==> src/rtl/mem_port_sched_pkg.sv <==
// Shared state encoding, width decode and address constants for the memory port scheduler.
package mem_port_sched_pkg;

   localparam int unsigned ADDR_W_DEF = 32;

   // Bits [17:16] of an address select the UART window when equal to this value.
   localparam logic [1:0] IO_ADDR_SEL = 2'b11;

   localparam logic [2:0] WIDTH_B1 = 3'd1;
   localparam logic [2:0] WIDTH_B2 = 3'd2;
   localparam logic [2:0] WIDTH_B4 = 3'd4;

   typedef enum logic [1:0] {
      ST_IDLE  = 2'd0,
      ST_READ  = 2'd1,
      ST_WRITE = 2'd2,
      ST_DONE  = 2'd3
   } sched_state_e;

   function automatic logic [2:0] decode_width(input logic [2:0] width);
      logic [2:0] nbytes;
      case (width)
         WIDTH_B1: nbytes = WIDTH_B1;
         WIDTH_B2: nbytes = WIDTH_B2;
         default:  nbytes = WIDTH_B4;
      endcase
      return nbytes;
   endfunction

endpackage

==> src/rtl/mem_port_sched_byte_seq.sv <==
// mem_byte_sequencer: walks the bytes of one access, drives the RAM pins,
// assembles read data little-endian and holds UART writes while the TX buffer is full.
module mem_byte_sequencer
   import mem_port_sched_pkg::*;
#(
   parameter int unsigned ADDR_W = ADDR_W_DEF
)
(
   input  logic              clk,
   input  logic              rst,
   input  logic              rdy_i,
   input  logic              start_i,
   input  logic              write_i,
   input  logic [ADDR_W-1:0] base_i,
   input  logic [2:0]        nbytes_i,
   input  logic [31:0]       wdata_i,
   input  logic              run_i,
   input  logic              io_full_i,
   input  logic [7:0]        mem_din_i,
   output logic [ADDR_W-1:0] mem_a_o,
   output logic [7:0]        mem_dout_o,
   output logic              mem_wr_o,
   output logic              last_o,
   output logic [31:0]       word_o
);

   localparam logic [ADDR_W-1:0] ADDR_ONE = {{(ADDR_W-1){1'b0}}, 1'b1};

   logic [ADDR_W-1:0] addr_q, addr_d;
   logic [31:0]       data_q, data_d;
   logic [2:0]        iss_q, iss_d;
   logic [2:0]        cap_q, cap_d;
   logic [2:0]        nb_q, nb_d;
   logic              pend_q, pend_d;
   logic              wr_q, wr_d;
   logic              stall_s, issue_s, capture_s;
   logic [31:0]       word_s;

   // Issue/capture decode and pin drive for the current cycle.
   always_comb begin
      stall_s   = wr_q && (addr_q[17:16] == IO_ADDR_SEL) && io_full_i;
      issue_s   = run_i && rdy_i && (iss_q < nb_q) && !stall_s;
      capture_s = run_i && rdy_i && !wr_q && pend_q;
      word_s    = data_q;
      if (capture_s) begin
         word_s[{cap_q[1:0], 3'b000} +: 8] = mem_din_i;
      end else begin
         word_s = data_q;
      end
      if (wr_q) begin
         last_o = issue_s && (iss_q == nb_q - 3'd1);
      end else begin
         last_o = capture_s && (cap_q == nb_q - 3'd1);
      end
      mem_wr_o   = wr_q && issue_s;
      mem_dout_o = data_q[7:0];
      // While paused, keep presenting the address whose data is still owed so it is valid on resume.
      if (run_i && !rdy_i && pend_q) begin
         mem_a_o = addr_q - ADDR_ONE;
      end else begin
         mem_a_o = addr_q;
      end
   end

   assign word_o = word_s;

   // Byte counters, address and data next state.
   always_comb begin
      addr_d = addr_q;
      data_d = data_q;
      iss_d  = iss_q;
      cap_d  = cap_q;
      nb_d   = nb_q;
      pend_d = pend_q;
      wr_d   = wr_q;
      if (start_i) begin
         addr_d = base_i;
         nb_d   = nbytes_i;
         wr_d   = write_i;
         iss_d  = 3'd0;
         cap_d  = 3'd0;
         pend_d = 1'b0;
         data_d = write_i ? wdata_i : 32'd0;
      end else if (run_i && rdy_i) begin
         pend_d = issue_s && !wr_q;
         if (issue_s) begin
            addr_d = addr_q + ADDR_ONE;
            iss_d  = iss_q + 3'd1;
         end else begin
            addr_d = addr_q;
            iss_d  = iss_q;
         end
         if (wr_q) begin
            data_d = issue_s ? {8'd0, data_q[31:8]} : data_q;
            cap_d  = cap_q;
         end else begin
            data_d = word_s;
            cap_d  = capture_s ? cap_q + 3'd1 : cap_q;
         end
      end else begin
         pend_d = pend_q;
      end
   end

   // Sequencer state registers.
   always_ff @(posedge clk or negedge rst) begin
      if (!rst) begin
         addr_q <= '0;
         data_q <= 32'd0;
         iss_q  <= 3'd0;
         cap_q  <= 3'd0;
         nb_q   <= 3'd0;
         pend_q <= 1'b0;
         wr_q   <= 1'b0;
      end else begin
         addr_q <= addr_d;
         data_q <= data_d;
         iss_q  <= iss_d;
         cap_q  <= cap_d;
         nb_q   <= nb_d;
         pend_q <= pend_d;
         wr_q   <= wr_d;
      end
   end

endmodule

==> src/rtl/mem_port_sched.sv <==
// Byte-serial scheduler sharing the 8-bit RAM/UART port between fetch and the LSB.
// Optional fetch anti-starvation: define MEM_SCHED_FAIR_EN.
module mem_port_sched
   import mem_port_sched_pkg::*;
#(
   parameter int unsigned ADDR_W       = ADDR_W_DEF,
   parameter int unsigned STARVE_LIMIT = 4
)
(
   input  logic              clk,
   input  logic              rst,
   input  logic              rdy,
   input  logic [7:0]        mem_din,
   output logic [7:0]        mem_dout,
   output logic [ADDR_W-1:0] mem_a,
   output logic              mem_wr,
   input  logic              io_buffer_full,
   input  logic              if_req,
   input  logic [ADDR_W-1:0] if_addr,
   output logic              if_ok,
   output logic [31:0]       if_data,
   input  logic              lsb_req,
   input  logic              lsb_we,
   input  logic [2:0]        lsb_width,
   input  logic [ADDR_W-1:0] lsb_addr,
   input  logic [31:0]       lsb_wdata,
   output logic              lsb_ok,
   output logic [31:0]       lsb_rdata,
   input  logic              flush,
   output logic              busy
);

   sched_state_e      state_q, state_d;
   logic              client_if_q, client_if_d;
   logic              we_q, we_d;
   logic [31:0]       if_data_q, if_data_d;
   logic [31:0]       lsb_rdata_q, lsb_rdata_d;
   logic              grant_lsb_s, grant_if_s, start_s, run_s, last_s, seq_wr_s;
   logic [ADDR_W-1:0] base_s;
   logic [2:0]        nb_s;
   logic [31:0]       word_s;

`ifdef MEM_SCHED_FAIR_EN
   localparam int unsigned        CNT_W   = $clog2(STARVE_LIMIT + 1);
   localparam logic [CNT_W-1:0]   CNT_MAX = CNT_W'(STARVE_LIMIT);
   localparam logic [CNT_W-1:0]   CNT_ONE = CNT_W'(1);

   logic [CNT_W-1:0] starve_q, starve_d;
   logic             force_if_s;

   // Fetch wins once the LSB has taken STARVE_LIMIT grants back to back over a waiting fetch.
   always_comb begin
      force_if_s  = (starve_q >= CNT_MAX) && if_req && !flush;
      grant_lsb_s = lsb_req && !force_if_s;
   end

   // Starvation counter next state.
   always_comb begin
      starve_d = starve_q;
      if (start_s && grant_if_s) begin
         starve_d = '0;
      end else if (start_s && if_req) begin
         starve_d = (starve_q < CNT_MAX) ? starve_q + CNT_ONE : starve_q;
      end else if (start_s) begin
         starve_d = '0;
      end else begin
         starve_d = starve_q;
      end
   end

   // Starvation counter register.
   always_ff @(posedge clk or negedge rst) begin
      if (!rst) begin
         starve_q <= '0;
      end else begin
         starve_q <= starve_d;
      end
   end
`else
   // Strict LSB priority.
   always_comb begin
      grant_lsb_s = lsb_req;
   end
`endif

   // A flush cancels any fetch win in the same cycle.
   always_comb begin
      grant_if_s = !grant_lsb_s && if_req && !flush;
      if (grant_lsb_s) begin
         base_s   = lsb_addr;
         nb_s     = decode_width(lsb_width);
         seq_wr_s = lsb_we;
      end else begin
         base_s   = if_addr;
         nb_s     = WIDTH_B4;
         seq_wr_s = 1'b0;
      end
   end

   // Transaction FSM next state and result capture.
   always_comb begin
      state_d     = state_q;
      client_if_d = client_if_q;
      we_d        = we_q;
      if_data_d   = if_data_q;
      lsb_rdata_d = lsb_rdata_q;
      start_s     = 1'b0;
      case (state_q)
         ST_IDLE: begin
            if (rdy && (grant_lsb_s || grant_if_s)) begin
               start_s     = 1'b1;
               client_if_d = grant_if_s;
               we_d        = seq_wr_s;
               state_d     = seq_wr_s ? ST_WRITE : ST_READ;
            end else begin
               state_d = ST_IDLE;
            end
         end
         ST_READ: begin
            if (!rdy) begin
               state_d = ST_READ;
            end else if (flush) begin
               state_d = ST_IDLE;
            end else if (last_s) begin
               state_d = ST_DONE;
               if (client_if_q) begin
                  if_data_d = word_s;
               end else begin
                  lsb_rdata_d = word_s;
               end
            end else begin
               state_d = ST_READ;
            end
         end
         ST_WRITE: begin
            if (rdy && last_s) begin
               state_d = ST_DONE;
            end else begin
               state_d = ST_WRITE;
            end
         end
         ST_DONE: begin
            if (rdy) begin
               state_d = ST_IDLE;
            end else begin
               state_d = ST_DONE;
            end
         end
         default: state_d = ST_IDLE;
      endcase
   end

   // FSM and result registers.
   always_ff @(posedge clk or negedge rst) begin
      if (!rst) begin
         state_q     <= ST_IDLE;
         client_if_q <= 1'b0;
         we_q        <= 1'b0;
         if_data_q   <= 32'd0;
         lsb_rdata_q <= 32'd0;
      end else begin
         state_q     <= state_d;
         client_if_q <= client_if_d;
         we_q        <= we_d;
         if_data_q   <= if_data_d;
         lsb_rdata_q <= lsb_rdata_d;
      end
   end

   assign run_s = (state_q == ST_READ) || (state_q == ST_WRITE);

   mem_byte_sequencer #(
      .ADDR_W (ADDR_W)
   ) u_seq (
      .clk        (clk),
      .rst        (rst),
      .rdy_i      (rdy),
      .start_i    (start_s),
      .write_i    (seq_wr_s),
      .base_i     (base_s),
      .nbytes_i   (nb_s),
      .wdata_i    (lsb_wdata),
      .run_i      (run_s),
      .io_full_i  (io_buffer_full),
      .mem_din_i  (mem_din),
      .mem_a_o    (mem_a),
      .mem_dout_o (mem_dout),
      .mem_wr_o   (mem_wr),
      .last_o     (last_s),
      .word_o     (word_s)
   );

   // Read completions are suppressed in any flush cycle; store completions never are.
   assign if_ok     = (state_q == ST_DONE) && client_if_q && rdy && !flush;
   assign lsb_ok    = (state_q == ST_DONE) && !client_if_q && rdy && !(flush && !we_q);
   assign if_data   = if_data_q;
   assign lsb_rdata = lsb_rdata_q;
   assign busy      = (state_q != ST_IDLE);

endmodule

==> config.mk <==
export PLATFORM = sky130hd
export DESIGN_NAME = mem_port_sched
export DESIGN_NICKNAME = d
export VERILOG_FILES = /design/src/rtl/mem_port_sched_pkg.sv /design/src/rtl/mem_port_sched_byte_seq.sv /design/src/rtl/mem_port_sched.sv
export SDC_FILE = /design/constraint.sdc
export NUM_CORES = 1
export LEC_CHECK = 0
export CAP_MARGIN = 40
export CORE_MARGIN = 4
export CORE_UTILIZATION = 45
export DETAILED_ROUTE_END_ITERATION = 6
export GPL_TIMING_DRIVEN = 0
export PLACE_DENSITY = 0.89
export RECOVER_POWER = 100
export SYNTH_ARGS = -nofsm -noshare
export SYNTH_HDL_FRONTEND = slang
export SYNTH_HIERARCHICAL = 1
export SYNTH_SLANG_ARGS = --single-unit
==> constraint.sdc <==
create_clock -name clk -period 3.08 [get_ports clk]
set_input_delay 0.616 -clock clk [delete_from_list [all_inputs] [get_ports clk]]
set_output_delay 0.616 -clock clk [all_outputs]
set_load 0.02 [all_outputs]
==> report_table.html, run 1 <==
<table>
<tr><th>Metric</th><th>Value</th></tr>
<tr><th colspan="2">Synth</th></tr>
<tr><td>Commonest cells post-synth</td><td>dfrtp_1, nand2_1, mux2_2</td></tr>
<tr><td>Area share of the largest cell type after synthesis</td><td>41.2%</td></tr>
<tr><td>Number of synthesized register bits</td><td>143</td></tr>
<tr><td>Leading cell types by total area after synthesis</td><td>dfrtp_1, mux2_2, mux2_4</td></tr>
<tr><td>Number of instances in the synthesized netlist</td><td>847</td></tr>
<tr><td>Synth Net Count</td><td>980</td></tr>
<tr><td>Dominant cell by count in the synthesized netlist</td><td>dfrtp_1</td></tr>
<tr><td>Post-synth cell types</td><td>57</td></tr>
<tr><td>EDFF count, synth</td><td>0</td></tr>
<tr><td>Count of yosys warnings during synthesis</td><td>6</td></tr>
<tr><td>Portion of the post-synthesis area used by sequential elements</td><td>41.2%</td></tr>
<tr><td>Flip-flop cell with the highest count after synthesis</td><td>dfrtp_1</td></tr>
<tr><td>Asr flop ratio synth</td><td>100%</td></tr>
<tr><td>Average size of a mapped cell</td><td>10.3 sq um</td></tr>
<tr><td>Cell area after technology mapping</td><td>8690 sq um</td></tr>
<tr><td>Post-synth top area cell</td><td>dfrtp_1</td></tr>
<tr><th colspan="2">Clock tree</th></tr>
<tr><td>Root Driver</td><td>clkbuf_16</td></tr>
<tr><td>Clock transition at path regs</td><td>0.07 ns</td></tr>
<tr><td>Clock Tree Buf Depth</td><td>2</td></tr>
<tr><td>TritonCTS sink count</td><td>143</td></tr>
<tr><td>Clock network latency to the later pin of the worst-skew pair</td><td>0.42 ns</td></tr>
<tr><td>TritonCTS clock tree</td><td>yes</td></tr>
<tr><td>H-tree level count</td><td>4</td></tr>
<tr><td>Inserted Clock Buffers</td><td>17</td></tr>
<tr><td>Number of hold buffers added after cts</td><td>0</td></tr>
<tr><th colspan="2">Global route</th></tr>
<tr><td>Met3 track demand over resource</td><td>4.44%</td></tr>
<tr><td>First-pass GRT wire length</td><td>43.1 mm</td></tr>
<tr><td>Fraction of met2 tracks used by global routing</td><td>40.7%</td></tr>
<tr><td>Most crowded layer after global routing</td><td>met2</td></tr>
<tr><td>Met1 track demand over resource</td><td>31.7%</td></tr>
<tr><td>GRT Resource Usage Total</td><td>24.8%</td></tr>
<tr><td>Remaining Overflow, GRT</td><td>0</td></tr>
<tr><td>Number of antenna violations at the first check in global routing</td><td>2</td></tr>
<tr><td>Maximum number of pins on one net before global-route repair</td><td>88</td></tr>
<tr><td>Via count of the first global-routing pass</td><td>8,050</td></tr>
<tr><th colspan="2">Flow run</th></tr>
<tr><td>Max-Cap Viols</td><td>0</td></tr>
<tr><th colspan="2">Finish</th></tr>
<tr><td>Net count, final</td><td>1,245</td></tr>
<tr><td>Number of inserted filler cells in the final layout</td><td>1,401</td></tr>
<tr><td>Synthesis-to-layout area growth</td><td>38.9%</td></tr>
<tr><td>Layout cells sized above 1</td><td>23.1%</td></tr>
<tr><td>Layout Cell Area excl Fill</td><td>12,100 sq um</td></tr>
<tr><th colspan="2">Pwr</th></tr>
<tr><td>P_int</td><td>5120 uW</td></tr>
<tr><td>Clock network fraction of total power</td><td>21.8%</td></tr>
<tr><td>Net switching component of the power</td><td>3900 uW</td></tr>
<tr><td>Register share of total power</td><td>32.0%</td></tr>
<tr><td>Leakage</td><td>0.00536 uW</td></tr>
<tr><td>Maximum vdd drop</td><td>462 uV</td></tr>
<tr><td>Power per cell area</td><td>747 nW/um^2</td></tr>
<tr><td>Net switching share of the total power</td><td>43.2%</td></tr>
<tr><td>Share of power burned in combinational logic</td><td>46.1%</td></tr>
<tr><th colspan="2">Route</th></tr>
<tr><td>WL per Instance</td><td>20.3 microns</td></tr>
<tr><td>Remaining routing DRC violations</td><td>0</td></tr>
<tr><td>Length of the first detailed-routing pass in iterations</td><td>6</td></tr>
<tr><td>Iteration-0 DRC Markers</td><td>1,064</td></tr>
<tr><td>Via-to-Cell Ratio</td><td>5.85</td></tr>
<tr><td>Total via count after detailed routing</td><td>8,120</td></tr>
<tr><td>WL final</td><td>28.1 mm</td></tr>
<tr><td>Post-route antenna net violation count</td><td>0</td></tr>
<tr><th colspan="2">Placement</th></tr>
<tr><td>Placed wire-length estimate after detailed placement</td><td>20.1 mm</td></tr>
<tr><td>Placed Area</td><td>11,300 sq um</td></tr>
<tr><td>Final estimated routing congestion in global placement</td><td>0.938</td></tr>
<tr><td>Worst setup slack before clock tree synthesis</td><td>-1.13 ns</td></tr>
<tr><td>Port Buffers</td><td>221</td></tr>
<tr><th colspan="2">Floorplan</th></tr>
<tr><td>Total die area</td><td>21,600 sq um</td></tr>
<tr><td>X dimension of the die</td><td>147 microns</td></tr>
<tr><td>Count of pins on the block boundary</td><td>223</td></tr>
<tr><td>Effective utilization at floorplan</td><td>46.1%</td></tr>
<tr><td>Core Box Area</td><td>18,800 sq um</td></tr>
<tr><td>Placement Rows</td><td>50</td></tr>
<tr><td>Die Span Y</td><td>147 microns</td></tr>
<tr><th colspan="2">Timing</th></tr>
<tr><td>Actual transition at the worst max-transition pin</td><td>1.45 ns</td></tr>
<tr><td>Fin crit share</td><td>109%</td></tr>
<tr><td>Worst clock skew</td><td>0.00966 ns</td></tr>
<tr><td>Total of endpoints with negative setup slack in the final report</td><td>109</td></tr>
<tr><td>Rel. slew slack</td><td>3.12%</td></tr>
<tr><td>Worst Setup Slack, final</td><td>-0.285 ns</td></tr>
<tr><td>RSZ-0062 raised after global routing</td><td>true</td></tr>
<tr><td>Final number of hold-violating endpoints</td><td>0</td></tr>
<tr><td>Time the final worst path needs with I/O delays and setup</td><td>3.37 ns</td></tr>
<tr><td>Fmax</td><td>297 MHz</td></tr>
<tr><td>Number of pins exceeding their max-slew limit in the final report</td><td>0</td></tr>
<tr><th colspan="2">Worst hold path</th></tr>
<tr><td>Type of the worst min-delay path</td><td>reg -&gt; reg</td></tr>
<tr><td>Count of cells along the worst hold path</td><td>1</td></tr>
<tr><td>Start point of the worst hold path</td><td>if_data[28]</td></tr>
<tr><th colspan="2">Worst setup path</th></tr>
<tr><td>Crit Path Category</td><td>reg -&gt; out</td></tr>
<tr><td>Critical R2R Launch</td><td>state_q[1]</td></tr>
<tr><td>Critical Path RT</td><td>2.46 ns</td></tr>
<tr><td>Crit. Startpoint</td><td>u_seq/addr_q[8]</td></tr>
<tr><td>Number of cell instances on the worst register-to-register path</td><td>12</td></tr>
<tr><td>Sort of element at the start of the critical path</td><td>flip-flop</td></tr>
<tr><td>Endpoint class of the critical path</td><td>output pin</td></tr>
<tr><td>Maximum net fanout on the critical path</td><td>4</td></tr>
<tr><td>CP arrival</td><td>2.75 ns</td></tr>
<tr><td>Reg2reg setup slack</td><td>-0.17 ns</td></tr>
<tr><th colspan="2">Outcome</th></tr>
<tr><td>Result of the run</td><td>finished, violations left</td></tr>
<tr><td>Violated checks</td><td>negative setup slack</td></tr>
</table>
final timing paths:
kind	endpoint
min in group asynchronous	u_seq/addr_q[6]
max in group asynchronous	u_seq/addr_q[14]
worst max-delay path	mem_a[14]
worst min register to register	if_data[28]
worst max register to register	lsb_rdata[3]
worst min-delay path	if_data[28]
cell families (layout without fill, tap and decap cells):
kind of cell,Yosys count,count (layout),share of synthesized area [%]
AO/OA/AOI/OAI,152,152,12.3
XOR/XNOR,60,60,6.05
adder cells (fa/ha/maj),18,18,2.59
buffers and inverters,88,366,5.40
flip-flops,143,143,41.2
multiplexers,108,108,15.3
other,0,2,0
AND/OR/NAND/NOR,278,278,17.2
area by class of cell:
class	instances	area [sq um]	share of cell area (%)
clock inverters	14	121	1.01
clock buffers	18	429	3.55
repair buffers	252	2360	19.5
diodes	2	5.00	0.0415
well taps	260	325	2.69
multi-input cells	616	4800	39.7
flip-flops and latches	143	3590	29.7
inverters	21	78.8	0.653
plain buffers	61	373	3.09
sequential cells by signal, indices dropped and copies added (netlist names), 2 cells and up:
name and flops:
u_seq/nb_q 3, u_seq/iss_q 3, u_seq/data_q 32, u_seq/addr_q 32, state_q 2, u_seq/cap_q 3
lsb_rdata 32, if_data 32
worst max-delay path, cell delays in order (launching register included):
cell and delay [ns]:
dfrtp_1 0.40, or4_4 0.57, buf_4 0.16, nor3_4 0.13, nand4_1 0.16, buf_4 0.19
or4_4 0.42, xnor2_2 0.14, buf_4 0.15
power by group through the flow:
| stage | logic, uW | registers, uW | clock network, uW |
|---|---|---|---|
| 3_3_place_gp | 3780 | 2820 | 0 |
| 3_5_place_dp | 3920 | 2850 | 0 |
| 2_1_floorplan | 2530 | 2690 | 0 |
| 4_1_cts | 4030 | 2820 | 2000 |
| 5_1_grt | 4460 | 2920 | 2080 |
| 6_report | 4160 | 2890 | 1970 |
what timing repair did:
item	4_1_cts	5_1_grt
endpoints found under the setup margin	124	117
resized for setup	133	35
buffers inserted	13	14
cloned	0	0
pin swaps	8	9
hold endpoints to repair	0	0
routing by layer:
metal | wire (microns) | vias up
met2 | 13700 | 466
met5 | 0 | -
li1 | - | 3612
met3 | 2130 | 95
met1 | 10900 | 3947
met4 | 1360 | 0
placed cells by master (no fill, tap or decap), types with 18 or more instances in the layout:
| cell | n |
|---|---|
| ha_1 | 18 |
| inv_1 | 21 |
| mux2_4 | 30 |
| o21ai_0 | 56 |
| clkdlybuf4s50_1 | 113 |
| clkbuf_1 | 34 |
| dlygate4sd3_1 | 77 |
| dfrtp_1 | 137 |
| o2bb2ai_1 | 25 |
| nand2_1 | 105 |
| nor2_1 | 31 |
| mux2_2 | 72 |
| xnor2_1 | 38 |
| buf_4 | 50 |
| a222oi_1 | 24 |
metrics by stage:
stage	std cells	power [uW]	setup TNS, ns	hold WS (ns)	utilization (%)
6_report	1387	9010	-11.67	0.491	64.1
5_1_grt	1387	9460	-29.45	0.515	64.1
4_1_cts	1373	8850	-2.80	0.167	63.5
3_5_place_dp	1332	6760	-105.77	0.485	59.9
3_3_place_gp	1328	6610	-719.84	0.487	59.6
2_1_floorplan	847	5210	0	0.320	-
Power figures use the tool's default switching activity.
==> run 2, diff against run 1 <==
CORE_MARGIN = default   (was 4)
PLACE_DENSITY = 0.84   (was 0.89)
==> run 2 against run 1 <==
Effect of this change:
- the run ends with design-rule violations, negative setup slack left
- sequential power about the same
- die area fell by 8.0%
- flip-flop and latch count stayed put
- sequential share of layout area is 0.33 points lower
- global-route usage is 2.0 points higher
- final area is 1.1% higher
- clock power increased by 8%
- via count is 1.7% lower
- non-clock buffer count is 3 higher
- maximum frequency shrank 1.1%
- clock-buffer cell count unchanged
- first-iteration DRC count decreased by 21%
- critical path type unchanged
==> report_table.html, run 2 (synthesis results as in run 1) <==
<table>
<tr><th>Metric</th><th>Value</th></tr>
<tr><th colspan="2">Outcome</th></tr>
<tr><td>Result of the run</td><td>finished, violations left</td></tr>
<tr><td>Violated checks</td><td>design-rule violations, negative setup slack</td></tr>
<tr><th colspan="2">Finish</th></tr>
<tr><td>Net count, final</td><td>1,248</td></tr>
<tr><td>Number of inserted filler cells in the final layout</td><td>1,479</td></tr>
<tr><td>Layout cells sized above 1</td><td>24.0%</td></tr>
<tr><td>Commonest cells after routing, fill and taps aside</td><td>dfrtp_1, clkdlybuf4s50_1, nand2_1</td></tr>
<tr><td>Synthesis-to-layout area growth</td><td>40.4%</td></tr>
<tr><td>Area taken by flip-flops and latches</td><td>3580 sq um</td></tr>
<tr><td>Area of combinational cells with multiple inputs</td><td>4850 sq um</td></tr>
<tr><td>Leading cell type in the layout, fill and taps excluded</td><td>dfrtp_1</td></tr>
<tr><th colspan="2">Pwr</th></tr>
<tr><td>Leakage</td><td>0.00545 uW</td></tr>
<tr><td>Register share of total power</td><td>30.9%</td></tr>
<tr><td>P_int</td><td>5390 uW</td></tr>
<tr><td>Net switching share of the total power</td><td>41.8%</td></tr>
<tr><td>Clock network fraction of total power</td><td>23.0%</td></tr>
<tr><td>Power per cell area</td><td>759 nW/um^2</td></tr>
<tr><td>Share of power burned in combinational logic</td><td>46.1%</td></tr>
<tr><td>Maximum vdd drop</td><td>464 uV</td></tr>
<tr><td>Net switching component of the power</td><td>3870 uW</td></tr>
<tr><th colspan="2">Floorplan</th></tr>
<tr><td>Effective utilization at floorplan</td><td>46.1%</td></tr>
<tr><td>X dimension of the die</td><td>141 microns</td></tr>
<tr><td>Total die area</td><td>19,900 sq um</td></tr>
<tr><td>Core Box Area</td><td>18,800 sq um</td></tr>
<tr><td>Placement Rows</td><td>50</td></tr>
<tr><td>Count of pins on the block boundary</td><td>223</td></tr>
<tr><td>Die Span Y</td><td>141 microns</td></tr>
<tr><th colspan="2">Route</th></tr>
<tr><td>Met2 WL</td><td>12.9 mm</td></tr>
<tr><td>WL final</td><td>26.9 mm</td></tr>
<tr><td>Remaining routing DRC violations</td><td>4</td></tr>
<tr><td>Iteration-0 DRC Markers</td><td>844</td></tr>
<tr><td>Total via count after detailed routing</td><td>7,978</td></tr>
<tr><td>Met3 Wirelength</td><td>2.02 mm</td></tr>
<tr><td>Length of routed wiring on met1</td><td>11.1 mm</td></tr>
<tr><td>WL per Instance</td><td>19.4 microns</td></tr>
<tr><td>Via-to-Cell Ratio</td><td>5.74</td></tr>
<tr><td>Length of the first detailed-routing pass in iterations</td><td>7</td></tr>
<tr><td>Highest metal used</td><td>met4</td></tr>
<tr><td>Post-route antenna net violation count</td><td>0</td></tr>
<tr><th colspan="2">Flow run</th></tr>
<tr><td>Max-Cap Viols</td><td>0</td></tr>
<tr><th colspan="2">Timing</th></tr>
<tr><td>Fmax</td><td>294 MHz</td></tr>
<tr><td>Fin crit share</td><td>110%</td></tr>
<tr><td>Number of pins exceeding their max-slew limit in the final report</td><td>0</td></tr>
<tr><td>Worst Setup Slack, final</td><td>-0.322 ns</td></tr>
<tr><td>Final number of hold-violating endpoints</td><td>0</td></tr>
<tr><td>Hold Worst Slack</td><td>0.484 ns</td></tr>
<tr><td>Actual transition at the worst max-transition pin</td><td>1.37 ns</td></tr>
<tr><td>Worst clock skew</td><td>0.00820 ns</td></tr>
<tr><td>Total of endpoints with negative setup slack in the final report</td><td>112</td></tr>
<tr><td>Time the final worst path needs with I/O delays and setup</td><td>3.40 ns</td></tr>
<tr><td>Rel. slew slack</td><td>8.54%</td></tr>
<tr><td>RSZ-0062 raised after global routing</td><td>true</td></tr>
<tr><th colspan="2">Global route</th></tr>
<tr><td>Remaining Overflow, GRT</td><td>0</td></tr>
<tr><td>GRT Resource Usage Total</td><td>26.8%</td></tr>
<tr><td>Via count of the first global-routing pass</td><td>7,807</td></tr>
<tr><td>Number of antenna violations at the first check in global routing</td><td>0</td></tr>
<tr><td>First-pass GRT wire length</td><td>41.6 mm</td></tr>
<tr><td>Maximum number of pins on one net before global-route repair</td><td>88</td></tr>
<tr><th colspan="2">Worst setup path</th></tr>
<tr><td>Critical path, cell by cell</td><td>or4_4 -&gt; buf_4 -&gt; nor3_4 -&gt; nand4_1 -&gt; buf_6 -&gt; or4_4 -&gt; xnor2_2 -&gt; buf_4</td></tr>
<tr><td>Critical Path RT</td><td>2.46 ns</td></tr>
<tr><td>Maximum net fanout on the critical path</td><td>4</td></tr>
<tr><td>Crit Path Category</td><td>reg -&gt; out</td></tr>
<tr><td>CP arrival</td><td>2.79 ns</td></tr>
<tr><td>Reg2reg setup slack</td><td>-0.16 ns</td></tr>
<tr><td>CP Buf/Inv Count</td><td>3</td></tr>
<tr><td>Number of cell instances on the worst register-to-register path</td><td>11</td></tr>
<tr><td>Capture point of the worst reg-to-reg path</td><td>lsb_rdata[0]</td></tr>
<tr><td>Sort of element at the start of the critical path</td><td>flip-flop</td></tr>
<tr><td>Critical R2R Launch</td><td>u_seq/iss_q[2]</td></tr>
<tr><td>Endpoint class of the critical path</td><td>output pin</td></tr>
<tr><td>Cell at the slowest stage of the critical path</td><td>or4_4</td></tr>
<tr><td>Maximum single-stage delay on the critical path</td><td>0.54 ns</td></tr>
<tr><td>Crit. Startpoint</td><td>u_seq/addr_q[6]</td></tr>
<tr><td>Top delay family on crit path</td><td>simple AND/OR/NAND/NOR gates</td></tr>
<tr><th colspan="2">Clock tree</th></tr>
<tr><td>Root Driver</td><td>clkbuf_16</td></tr>
<tr><td>Clock network latency to the later pin of the worst-skew pair</td><td>0.42 ns</td></tr>
<tr><td>TritonCTS clock tree</td><td>yes</td></tr>
<tr><td>Inserted Clock Buffers</td><td>17</td></tr>
<tr><td>H-tree level count</td><td>4</td></tr>
<tr><td>Clock transition at path regs</td><td>0.06 ns</td></tr>
<tr><td>Clock Tree Buf Depth</td><td>2</td></tr>
<tr><td>TritonCTS sink count</td><td>143</td></tr>
<tr><th colspan="2">Placement</th></tr>
<tr><td>Placed wire-length estimate after detailed placement</td><td>18.9 mm</td></tr>
<tr><td>Final estimated routing congestion in global placement</td><td>0.926</td></tr>
<tr><td>Port Buffers</td><td>221</td></tr>
<tr><td>Worst setup slack before clock tree synthesis</td><td>-1.08 ns</td></tr>
<tr><th colspan="2">Worst hold path</th></tr>
<tr><td>Start point of the worst hold path</td><td>if_data[27]</td></tr>
<tr><td>Worst Hold End</td><td>if_data[27]</td></tr>
<tr><td>Count of cells along the worst hold path</td><td>1</td></tr>
<tr><td>Type of the worst min-delay path</td><td>reg -&gt; reg</td></tr>
</table>
[run 2: worst max path at each step]
stage	endpoint	slack (ns)	cells after the start
after CTS	mem_a[31]	-0.32	8
after detailed placement	mem_a[31]	-1.08	9
after global routing	mem_a[30]	-0.37	7
after floorplan	lsb_rdata[0]	0.07	13
final	mem_a[14]	-0.32	8
after global placement	u_seq/addr_q[5]	-4.34	1
[run 2: worst register-to-register path, stage by stage (launching register included)]
cell       delay [ns]
dfrtp_1          0.43
ha_1             0.33
a21oi_1          0.21
nand2_1          0.23
nor2_1           0.42
and2_0           0.23
o2bb2ai_1        0.19
and4b_4          0.30
nor2b_4          0.14
buf_6            0.16
buf_12           0.17
mux2_4           0.31
[run 2: routing by layer]
metal	track usage (%)	up-vias
li1	-	3632
met1	35.9	3845
met2	43.2	414
met3	5.37	87
met4	9.44	0
met5	0	-
[run 2: per-stage QoR]
stage / total power (uW) / util (%) / std cells / instance area, sq um / TNS (ns)
floorplan: 5210 / - / 847 / 8690 / 0
global placement: 6610 / 59.6 / 1328 / 11200 / -717.21
detailed placement: 6730 / 59.9 / 1332 / 11300 / -105.15
CTS: 9000 / 63.8 / 1374 / 12000 / -2.65
global route: 9730 / 64.8 / 1388 / 12200 / -28.67
finish: 9260 / 64.8 / 1389 / 12200 / -13.21
[run 2: area by class of cell]
type                            instances  area share, %
Antenna cell                            1         0.0205
Buffer                                 61           3.04
Clock buffer                           18           3.60
Clock inverter                         14           1.38
Inverter                               21          0.646
Multi-Input combinational cell        616           39.7
Sequential cell                       143           29.4
Tap cell                              260           2.67
Timing Repair Buffer                  255           19.6
[run 2: repair_timing]
action,4_1_cts,5_1_grt
hold endpoints to repair,0,0
setup endpoints to repair,124,84
hold buffers,0,0
gates resized for setup,138,58
pin swaps,11,15
buffers inserted,14,16
[run 2: power by group through the flow]
stage               logic, uW  registers [uW]  clock network (uW)
detailed placement       3890            2850                   0
global route             4570            2910                2250
finish                   4270            2860                2130
floorplan                2530            2690                   0
CTS                      4020            2820                2160
global placement         3780            2830                   0
==> variant (settings of run 2) <==
The package constant `ADDR_W_DEF` goes from 32 to 48.
--- a/src/rtl/mem_port_sched_pkg.sv
+++ b/src/rtl/mem_port_sched_pkg.sv
@@ -1,7 +1,7 @@
 // Shared state encoding, width decode and address constants for the memory port scheduler.
 package mem_port_sched_pkg;
 
-   localparam int unsigned ADDR_W_DEF = 32;
+   localparam int unsigned ADDR_W_DEF = 48;
 
    // Bits [17:16] of an address select the UART window when equal to this value.
    localparam logic [1:0] IO_ADDR_SEL = 2'b11;
Interface: changed (resized if_addr, lsb_addr and mem_a); port bits go from 223 to 271. The function was not compared with the original's and may differ.
==> variant against run 2 <==
- the run ends with design-rule violations, max-capacitance violations, max-slew violations, negative setup slack left
- final area grew 20%
- area after synthesis grew 18%
- worst hold slack gained 0.0066 ns
- clock skew increased by 0.0068 ns
- sequential power increased by 18%
- power up 24%
- setup slack worse by 0.12 ns
- sequential cell count rose by 16
- register-to-register slack better by 0.10 ns
- clock power increased by 8%
- wire length rose by 25%
- critical path type unchanged
- highest routed layer unchanged
==> variant: results (changes against run 2) <==
----------------------------------------------------
[Run status]
  Run status ... complete, but fails checks (unchanged)
  Violated checks ... design-rule violations, max-capacitance violations, max-slew violations, negative setup slack (was design-rule violations, negative setup slack)

[Layout]
  Final net count ... 1,522 (was 1,248)
  Bufs w/o clock ... 398 (was 316)
  Nonclk inv count ... 49 (was 21)
  Share of layout cells above drive strength 1 ... 0.272 (was 0.240)
  Register area ... 0.00400 sq mm (was 0.00358 sq mm)
  Fraction of cell area in non-clock buffers ... 0.235 (was 0.226)

[Pwr]
  Static leakage ... 0.00635 uW (was 0.00545 uW)

[Synthesis]
  Top cells by count, synth ... 159 x sky130_fd_sc_hd__dfrtp_1, 89 x sky130_fd_sc_hd__mux2_2, 67 x sky130_fd_sc_hd__o21ai_0 (was 143 x sky130_fd_sc_hd__dfrtp_1, 108 x sky130_fd_sc_hd__nand2_1, 72 x sky130_fd_sc_hd__mux2_2)
  Area share of fa/ha/maj cells after synthesis ... 0.0219 (was 0.0259)
  Post-synthesis mux area share ... 0.170 (was 0.153)
  Post-synthesis xor/xnor area fraction ... 0.0640 (was 0.0605)
  Share of synthesized area occupied by flip-flops and latches ... 0.388 (was 0.412)
  Compound-Gate Fraction of Synth Area ... 0.110 (was 0.123)
  Count of different cell masters after synthesis ... 64 (was 57)

[Routing]
  Routed length on met3 ... 2750 um (was 2020 um)
  Routed met2 length ... 15,700 um (was 12,900 um)
  Total Routed Length ... 33,700 um (was 26,900 um)
  Routed vias ... 9,779 (was 7,978)
  Final routed DRC violation total ... 5 (was 4)
  Ratio of routed vias to standard cells ... 5.92 (was 5.74)

[Flow run]
  Maximum Capacitance Violations ... 1 (was 0)

[Clocking]
  Number of gates resized after cts ... 286 (was 138)
  Clock sink count ... 159 (was 143)

[Setup path]
  Largest stage delay on the critical path ... 0.63 ns (was 0.54 ns)
  R2R Path End ... lsb_rdata[14] (was lsb_rdata[0])
  CP Data Arrival Time ... 2.91 ns (was 2.79 ns)
  Timing endpoint of the critical path ... mem_a[47] (was mem_a[14])

[Timing]
  Final setup margin ... -0.444 ns (was -0.322 ns)
  Final setup violation count ... 67 (was 112)
  Number of max-slew violations in the final report ... 77 (was 0)
  Setup skew after layout ... 0.0150 ns (was 0.00820 ns)

[Place]
  Count of buffers inserted at the top-level ports ... 269 (was 221)
  Number of instances in the placed design ... 1,587 (was 1,332)

[Global route]
  Wire length of the first global-routing pass ... 51,800 um (was 41,600 um)
  Global-route usage over all layers ... 0.281 (was 0.268)
  Initial antenna violation count ... 1 (was 0)
  Met2 Use GR ... 0.450 (was 0.432)
  Largest net degree at the start of global routing ... 85 (was 88)
  Met3 usage ... 0.0601 (was 0.0537)

----------------------------------------------------
==> variant: changes by cell type after synthesis, moves of 11 or more <==
cell	run 2	this run
sky130_fd_sc_hd__dfrtp_1	143	159
sky130_fd_sc_hd__xor2_1	16	35
sky130_fd_sc_hd__nand2_1	108	57
sky130_fd_sc_hd__o2bb2ai_1	25	1
sky130_fd_sc_hd__clkbuf_1	37	57
sky130_fd_sc_hd__o21ai_0	56	67
sky130_fd_sc_hd__nor2_1	36	53
sky130_fd_sc_hd__mux2i_1	1	24
sky130_fd_sc_hd__or3_1	12	27
sky130_fd_sc_hd__nand4_1	9	45
sky130_fd_sc_hd__inv_1	21	48
sky130_fd_sc_hd__a31oi_1	9	23
sky130_fd_sc_hd__nor3_1	13	26
sky130_fd_sc_hd__mux2_2	72	89
==> variant: metrics by stage <==
stage	cell area [sq um]	setup slack, ns	TNS, ns	utilization
after CTS	14400	-0.478	-9.28	0.653
after floorplan	10300	0.0114	0	-
after global placement	13300	-5.18	-944.48	0.604
final	14600	-0.444	-11.36	0.662
after global routing	14600	-0.495	-35.64	0.662
after detailed placement	13400	-1.33	-134.72	0.605
==> variant: how the worst min path moves through the flow <==
| stage | from | endpoint | slack (ns) | cells past startpoint |
|---|---|---|---|---|
| finish | if_data[19] | if_data[19] | 0.49 | 1 |
| global route | if_data[27] | if_data[27] | 0.52 | 1 |
| CTS | rst | u_seq/addr_q[10] | 0.18 | 1 |
| detailed placement | if_data[19] | if_data[19] | 0.48 | 1 |
| global placement | if_data[28] | if_data[28] | 0.48 | 1 |
| floorplan | rst | client_if_q | 0.32 | 0 |
==> variant: report_power, final <==
group          internal (uW)  switching [uW]  total [uW]
registers               2680             684        3370
clock network           1330             964        2290
logic                   2410            3370        5780
